[config.mk]
export PLATFORM = sky130hd
export DESIGN_NAME = button_debounce_irq
export DESIGN_NICKNAME = d
export VERILOG_FILES = /design/src/rtl/button_io_pkg.sv /design/src/rtl/debounce_cell.sv /design/src/rtl/button_debounce_irq.sv
export SDC_FILE = /design/constraint.sdc
export NUM_CORES = 1
export LEC_CHECK = 0
export ABC_AREA = 0
export CAP_MARGIN = 5
export CORE_ASPECT_RATIO = 0.75
export CORE_MARGIN = 1
export CORE_UTILIZATION = 45
export CTS_BUF_LIST = sky130_fd_sc_hd__clkbuf_16
export DETAILED_ROUTE_END_ITERATION = 8
export PLACE_DENSITY = 0.71
export SLEW_MARGIN = 5
export SYNTH_ARGS = -nofsm -noshare
export SYNTH_HDL_FRONTEND = slang
export SYNTH_SLANG_ARGS = --single-unit
[constraint.sdc]
create_clock -name sys_clk -period 2.1 [get_ports sys_clk]
set_input_delay 0.63 -clock sys_clk [delete_from_list [all_inputs] [get_ports sys_clk]]
set_output_delay 0.63 -clock sys_clk [all_outputs]
set_load 0.05 [all_outputs]
[src/rtl/button_io_pkg.sv]
// Shared definitions for the push-button I/O port: register map and decoder base.
package button_io_pkg;

  typedef enum logic [1:0] {
    REG_STATUS  = 2'd0,
    REG_PENDING = 2'd1,
    REG_MASK    = 2'd2,
    REG_RSVD    = 2'd3
  } reg_addr_e;

  // Word-aligned base of this block in the uC I/O space, used by the port decoder.
  localparam logic [31:0] BUTTON_IO_BASE = 32'h1F80_0010;

endpackage

[src/rtl/debounce_cell.sv]
// One button bit: 2-FF synchronizer, stability counter and rising-edge pulse.
module debounce_cell #(
  parameter int DEBOUNCE_CYCLES = 50000,
  parameter int CNT_W           = 16
) (
  input  logic sys_clk,
  input  logic rst_sync,
  input  logic raw,
  output logic stable,
  output logic rise
);

  localparam logic [CNT_W-1:0] CNT_LAST = CNT_W'(DEBOUNCE_CYCLES - 1);

  logic             s1_reg;
  logic             s2_reg;
  logic             stable_reg;
  logic             prev_reg;
  logic [CNT_W-1:0] cnt_reg;

  always_ff @(posedge sys_clk) begin
    if (rst_sync) begin
      s1_reg     <= 1'b0;
      s2_reg     <= 1'b0;
      stable_reg <= 1'b0;
      prev_reg   <= 1'b0;
      cnt_reg    <= '0;
    end else begin
      s1_reg   <= raw;
      s2_reg   <= s1_reg;
      prev_reg <= stable_reg;
      // Any sample agreeing with the accepted level restarts the count.
      if (s2_reg == stable_reg) begin
        cnt_reg <= '0;
      end else if (cnt_reg == CNT_LAST) begin
        stable_reg <= s2_reg;
        cnt_reg    <= '0;
      end else begin
        cnt_reg <= cnt_reg + 1'b1;
      end
    end
  end

  assign stable = stable_reg;
  assign rise   = stable_reg & ~prev_reg;

endmodule

[src/rtl/button_debounce_irq.sv]
// Debounced button port with pending/mask registers and a level interrupt.
module button_debounce_irq
  import button_io_pkg::*;
#(
  parameter int N_BTN           = 4,
  parameter int DEBOUNCE_CYCLES = 50000,
  parameter int CNT_W           = 16
) (
  input  logic             sys_clk,
  input  logic             rst_sync,
  input  logic [N_BTN-1:0] btn_in,
  input  logic             ce,
  input  logic             wr,
  input  logic [1:0]       addr,
  input  logic [31:0]      data_in,
  output logic [31:0]      data_out,
  output logic [N_BTN-1:0] btn_stable,
  output logic             irq
);

  logic [N_BTN-1:0] rise;
  logic [N_BTN-1:0] pending_reg;
  logic [N_BTN-1:0] mask_reg;
  logic             irq_reg;
  logic [N_BTN-1:0] pending_clr;
  logic             wr_en;

  genvar gi;
  generate
    for (gi = 0; gi < N_BTN; gi++) begin : g_cell
      debounce_cell #(
        .DEBOUNCE_CYCLES(DEBOUNCE_CYCLES),
        .CNT_W          (CNT_W)
      ) u_cell (
        .sys_clk (sys_clk),
        .rst_sync(rst_sync),
        .raw     (btn_in[gi]),
        .stable  (btn_stable[gi]),
        .rise    (rise[gi])
      );
    end
  endgenerate

  assign wr_en       = ce & wr;
  assign pending_clr = (wr_en && addr == REG_PENDING) ? data_in[N_BTN-1:0] : '0;

  always_ff @(posedge sys_clk) begin
    if (rst_sync) begin
      pending_reg <= '0;
      mask_reg    <= '0;
      irq_reg     <= 1'b0;
    end else begin
      // A new edge in the same cycle as its W1C clear keeps the bit set.
      pending_reg <= (pending_reg & ~pending_clr) | rise;
      if (wr_en && addr == REG_MASK) begin
        mask_reg <= data_in[N_BTN-1:0];
      end
      irq_reg <= |(pending_reg & mask_reg);
    end
  end

  always_comb begin
    data_out = '0;
    if (ce) begin
      case (addr)
        REG_STATUS:  data_out[N_BTN-1:0] = btn_stable;
        REG_PENDING: data_out[N_BTN-1:0] = pending_reg;
        REG_MASK:    data_out[N_BTN-1:0] = mask_reg;
        default:     data_out = '0;
      endcase
    end
  end

  assign irq = irq_reg;

endmodule

# Yosys cells after proc, flatten, opt, wreduce, memory -nomap -nowiden
# Cells that the tools add are included.
# W data, S select, Z words.
dict set report classes {
  addsub 4
  n_reduce_logical 12
  n_bitwise 17
  eq_ne 10
  mux 3
}
# operator count
set op_table {}
lappend op_table {{$add A16 B1 Y16 const B} 4}
lappend op_table {{$eq A16 B16 Y1 const B} 4}
lappend op_table {{$pmux W4 S3} 1}
lappend op_table {{$reduce_or A3 Y1} 4}
lappend op_table {{$and A4 B4 Y4} 2}
lappend op_table {{$mux W4} 2}
lappend op_table {{$not A1 Y1} 8}
lappend op_table {{$reduce_and A2 Y1} 4}
lappend op_table {{$and A1 B1 Y1} 5}
lappend op_table {{$eq A1 B1 Y1} 4}
lappend op_table {{$not A4 Y4} 1}
lappend op_table {{$or A4 B4 Y4} 1}
lappend op_table {{$reduce_or A4 Y1} 1}
lappend op_table {{$eq A2 B1 Y1 const B} 1}
lappend op_table {{$eq A2 B2 Y1 const B} 1}
lappend op_table {{$logic_and A1 B1 Y1} 2}
lappend op_table {{$logic_not A2 Y1} 1}
dict set report word_totals {
  reg_bits 89
  inputBits 42
}

# Depth between registers and ports, before layout
dict set report depth {
  ltp_word 6
  depth_mapped 7
  depth_no_buf 5
}

# Modules after synthesis
# Synthesis repeated with hierarchy kept, for this count alone.
dict set report unflattened {
  cells_unflattened 444
  area_unflattened_um2 4050.1
}
# module seq_area_each_um2 cells_each area_each_um2 n_inst
set modules_own_cells {}
lappend modules_own_cells {debounce_cell 400.4 90 834.6 4}
lappend modules_own_cells {button_debounce_irq 180.2 84 711.9 1}

# Worst setup path after synthesis
# Ideal clock, no wire load.
dict set report synth_path {
  path_kind {input-to-output}
  start {input addr[0]}
  end {output data_out[0]}
  t_arrival_ns 1.610
  path_stages 5
  path_buffers 1
  required_time_ns 1.470
  setup_slack_ns -0.140
  cell_sequence {clkbuf_1 nor2b_1 nand2_1 o21ai_0 and2_1}
}
dict set report synth_via {
  elab_chain_len 3
  elab_cells_between_ends 5
  classes_between {2 x eq/ne; 2 x mux; 1 x reduce/logical}
}
# item line
set synth_lines {}
lappend synth_lines {{from (decl)} button_debounce_irq.sv:14} ;# input logic [1:0] addr,
lappend synth_lines {{$eq A2 B2 Y1, or another cell as far along} button_debounce_irq.sv:65} ;# case (addr)
lappend synth_lines {{$pmux W4 S3 (*)} button_debounce_irq.sv:65}
lappend synth_lines {{$mux W4 (*)} button_debounce_irq.sv:64} ;# if (ce) begin
lappend synth_lines {{to (decl)} button_debounce_irq.sv:16} ;# output logic [31:0] data_out,
# Every way passes the cells marked *; elsewhere a longest branch is shown, timed or not.

# Final worst setup path
dict set report layout_path {
  start {input addr[0]}
  end {output data_out[3]}
}
# The elaborated chain is that of the path after synthesis.

==> out/summary.md <==
Synthesis
• 8.81 um2 — mean area per synthesized cell
• 89 x sky130_fd_sc_hd__dfxtp_1, 85 x sky130_fd_sc_hd__nor2_1, 50 x sky130_fd_sc_hd__xnor2_1, 34 x sky130_fd_sc_hd__buf_4, 25 x sky130_fd_sc_hd__nand2_1 — Post-synth top cells
• sky130_fd_sc_hd__dfxtp_1 — most frequent cell after synthesis
• 0 — Async S/R FF share, synth
• 38 — unique cell type count in the Yosys netlist
• 0.442 — sequential element share of the synthesized area
• sky130_fd_sc_hd__dfxtp_1 — most frequently used flop master after synthesis
• 0 — number of flops mapped to enable cells by yosys
• 0.442 — share of the synthesized area in the top cell type
• 0 — count of synthesis-stage warnings from yosys
• sky130_fd_sc_hd__dfxtp_1 44%, sky130_fd_sc_hd__xnor2_1 11%, sky130_fd_sc_hd__nor2_1 7.9% — largest cells by area after synthesis
• 4030 um2 — combined area of all synthesized cells
• sky130_fd_sc_hd__dfxtp_1 — cell accounting for the most synthesized area
• 458 — instance count of the mapped netlist
• 89 — register bit count reported by yosys

Worst setup path
• 4 — CP Max Fanout
• 330 ps — R2R setup slack
• 4 — number of cells on the worst reg-to-reg path
• g_cell[2].u_cell.cnt_reg[15] — Crit Reg-Reg Endpoint
• g_cell[2].u_cell.cnt_reg[4] — Crit Reg-Reg Startpoint
• primary output — endpoint type of the worst setup path
• 1470 ps — required time reported for the critical path endpoint
• data_out[3] — critical path capture point
• input port to primary output — Worst Setup Path Type
• input port — kind of start point of the critical path
• 1410 ps — data arrival time of the worst path
• addr[0] — crit path launch

Finish
• 15.0% — area delta synth->final
• 1780 um2 — area occupied by registers
• 533 — Final nets
• 2030 um2 — multi-input logic area
• 0.542 — Finished Core Util
• 0 — antenna diode count
• 600 — count of placed standard cells in the final layout, fillers left out
• 761 — count of fill cells added during filler insertion
• 64 — flip-flop count of the largest register after layout
• 0.0955 — share of layout cells above drive strength 1

STA
• 3.21 ps — clock skew after layout
• 0 — Pins Over Slew Limit
• 0 ps — final setup TNS
• 490 MHz — fmax
• 0 — total count of hold-check failures in the final report
• 0 — number of setup violations in the final report
• 0.972 — final worst path period share
• 506 ps — Worst-Margin Slew
• 0.662 — Slew headroom
• no — RSZ-0062 raised after global routing
• 2040 ps — Tmin final

Place
• 22 — count of port buffers added during placement
• 585 — placed cells
• 0.837 — routability congestion estimate from global placement
• 4930 um — detailed-placement wirelength estimate

Die
• 84.0 um — die height
• 0.471 — Starting Density
• 111 um — floorplan die width
• 8560 um2 — core outline area
• 29 — row count
• 9350 um2 — DIE AREA
• 79 — top-level I/O count

Detailed routing
• 11.9 um — average wire per cell in the routed design
• 6 — length of the first detailed-routing pass in iterations
• 253 — initial detailed-routing violation count
• 0 — post-route antenna net violation count
• 4.87 — mean number of vias per cell
• 2,919 — via count of the routed design
• 12 — remaining design rule violation count
• 7130 um — total routed wirelength

Min path
• register to register — path class of the lowest-slack min-delay path

GRT
• 0 — final global-route overflow total
• 17 — largest net degree at the start of global routing
• 0 — antenna violations before repair
• 2,703 — number of global-route vias before repair
• 0.162 — Total Routing Usage GR
• 12,300 um — wire length of the first global-routing pass

Power and ir drop
• 762 nW/um2 — pwr/cell area
• 3.54 mW — total power of the final layout
• 1.58 nW — leakage power total
• 0.510 mV — peak supply drop

Clock network
• 330 ps — clock latency reported for the late side of the worst-skew pair
• 0 — post-CTS setup-driven buffer insertion count
• 2 — maximum buffer depth of the clock tree
• 3 — number of levels the H-tree was split into
• 60 ps — Clock transition at path regs
• 0 — number of buffers inserted by hold repair at cts
• 89 — clock tree sinks
• sky130_fd_sc_hd__clkbuf_16 — clock root buffer master
• 9 — total CTS buffers
• built — clock tree from TritonCTS

Status
• DRC — violated checks
• finished, violations left — run status

Run
• 0 — max-cap viol count

-- final cells by class --
class	count	share of cell area
multi-input cells	344	0.437
flip-flops and latches	89	0.384
inverters	11	0.00890
repair buffers	32	0.0739
clock inverters	7	0.0183
clock buffers	9	0.0485
well taps	108	0.0291
-- placed cells by master (no fill, tap or decap), types with 3 or more instances in the layout --
master / n
sky130_fd_sc_hd__buf_12: 5
sky130_fd_sc_hd__nor4_1: 17
sky130_fd_sc_hd__ha_1: 4
sky130_fd_sc_hd__clkinv_1: 3
sky130_fd_sc_hd__clkbuf_16: 9
sky130_fd_sc_hd__dfxtp_1: 89
sky130_fd_sc_hd__nor3_1: 13
sky130_fd_sc_hd__nand3_1: 23
sky130_fd_sc_hd__nor2b_1: 18
sky130_fd_sc_hd__or4_1: 3
sky130_fd_sc_hd__xor2_1: 7
sky130_fd_sc_hd__nand2_1: 25
sky130_fd_sc_hd__and2_4: 4
sky130_fd_sc_hd__inv_1: 11
sky130_fd_sc_hd__o21ai_1: 4
sky130_fd_sc_hd__conb_1: 28
sky130_fd_sc_hd__mux2i_1: 10
sky130_fd_sc_hd__buf_4: 12
sky130_fd_sc_hd__or3_1: 5
sky130_fd_sc_hd__clkdlybuf4s50_1: 10
sky130_fd_sc_hd__and3_1: 4
sky130_fd_sc_hd__xnor2_1: 50
sky130_fd_sc_hd__nor2_1: 85
sky130_fd_sc_hd__nand4_1: 13
sky130_fd_sc_hd__a21oi_1: 8
-- logic make-up (layout without fill, tap and decap cells) --
| kind of cell | Yosys count | in the layout | synth area share |
|---|---|---|---|
| XOR/XNOR | 57 | 57 | 0.124 |
| other | 1 | 28 | 0.000930 |
| AND/OR/NAND/NOR | 224 | 224 | 0.278 |
| buffers and inverters | 52 | 59 | 0.0859 |
| adder cells (fa/ha/maj) | 4 | 4 | 0.0124 |
| flip-flops | 89 | 89 | 0.442 |
| AO/OA/AOI/OAI | 19 | 19 | 0.0273 |
| multiplexers | 12 | 12 | 0.0304 |
-- critical path: stages --
cell                      delay, ps
sky130_fd_sc_hd__buf_8          110
sky130_fd_sc_hd__buf_4          120
sky130_fd_sc_hd__mux2i_1        110
sky130_fd_sc_hd__o21ai_1        150
sky130_fd_sc_hd__and2_4         170
sky130_fd_sc_hd__buf_12         130
-- worst min-delay path by stage --
stage	from	to	slack [ps]	depth (start not counted)
3_5_place_dp	g_cell[0].u_cell.s1_reg	g_cell[0].u_cell.s2_reg	420	1
5_1_grt	g_cell[0].u_cell.s1_reg	g_cell[0].u_cell.s2_reg	450	1
2_1_floorplan	g_cell[0].u_cell.s1_reg	g_cell[0].u_cell.s2_reg	410	1
4_1_cts	g_cell[0].u_cell.s1_reg	g_cell[0].u_cell.s2_reg	440	1
6_report	g_cell[1].u_cell.s1_reg	g_cell[1].u_cell.s2_reg	430	1
3_3_place_gp	g_cell[1].u_cell.s1_reg	g_cell[1].u_cell.s2_reg	420	1
-- power breakdown --
part / total [mW] / switching (mW) / internal, mW
registers: 1.71 / 0.00578 / 1.70
clock network: 1.64 / 0.607 / 1.03
logic: 0.197 / 0.149 / 0.0477
total: 3.54 / 0.762 / 2.78
-- metrics by stage --
| stage | cell area, um2 | worst slack [ps] | hold WS, ps |
|---|---|---|---|
| after floorplan | 4150 | 40.5 | 414 |
| after global placement | 4320 | -424 | 419 |
| after detailed placement | 4320 | -442 | 420 |
| after CTS | 4630 | 8.13 | 439 |
| after global routing | 4640 | 2.42 | 450 |
| final | 4640 | 59.5 | 434 |
-- per-layer routing --
metal / routed length, um / vias to the layer above / GRT usage
met5: 0 / - / 0
met4: 59 / 0 / 0.0516
met3: 260 / 4 / 0.0487
met2: 3110 / 53 / 0.249
met1: 3700 / 1317 / 0.218
li1: - / 1545 / -
-- what timing repair did --
item | in CTS | in global routing
endpoints found under the setup margin | 4 | 6
resized for setup | 15 | 6
endpoints found under the hold margin | 0 | 0
pin swaps | 0 | 2
gates cloned | 0 | 0
No activity file was read; power rests on OpenSTA's default activity.
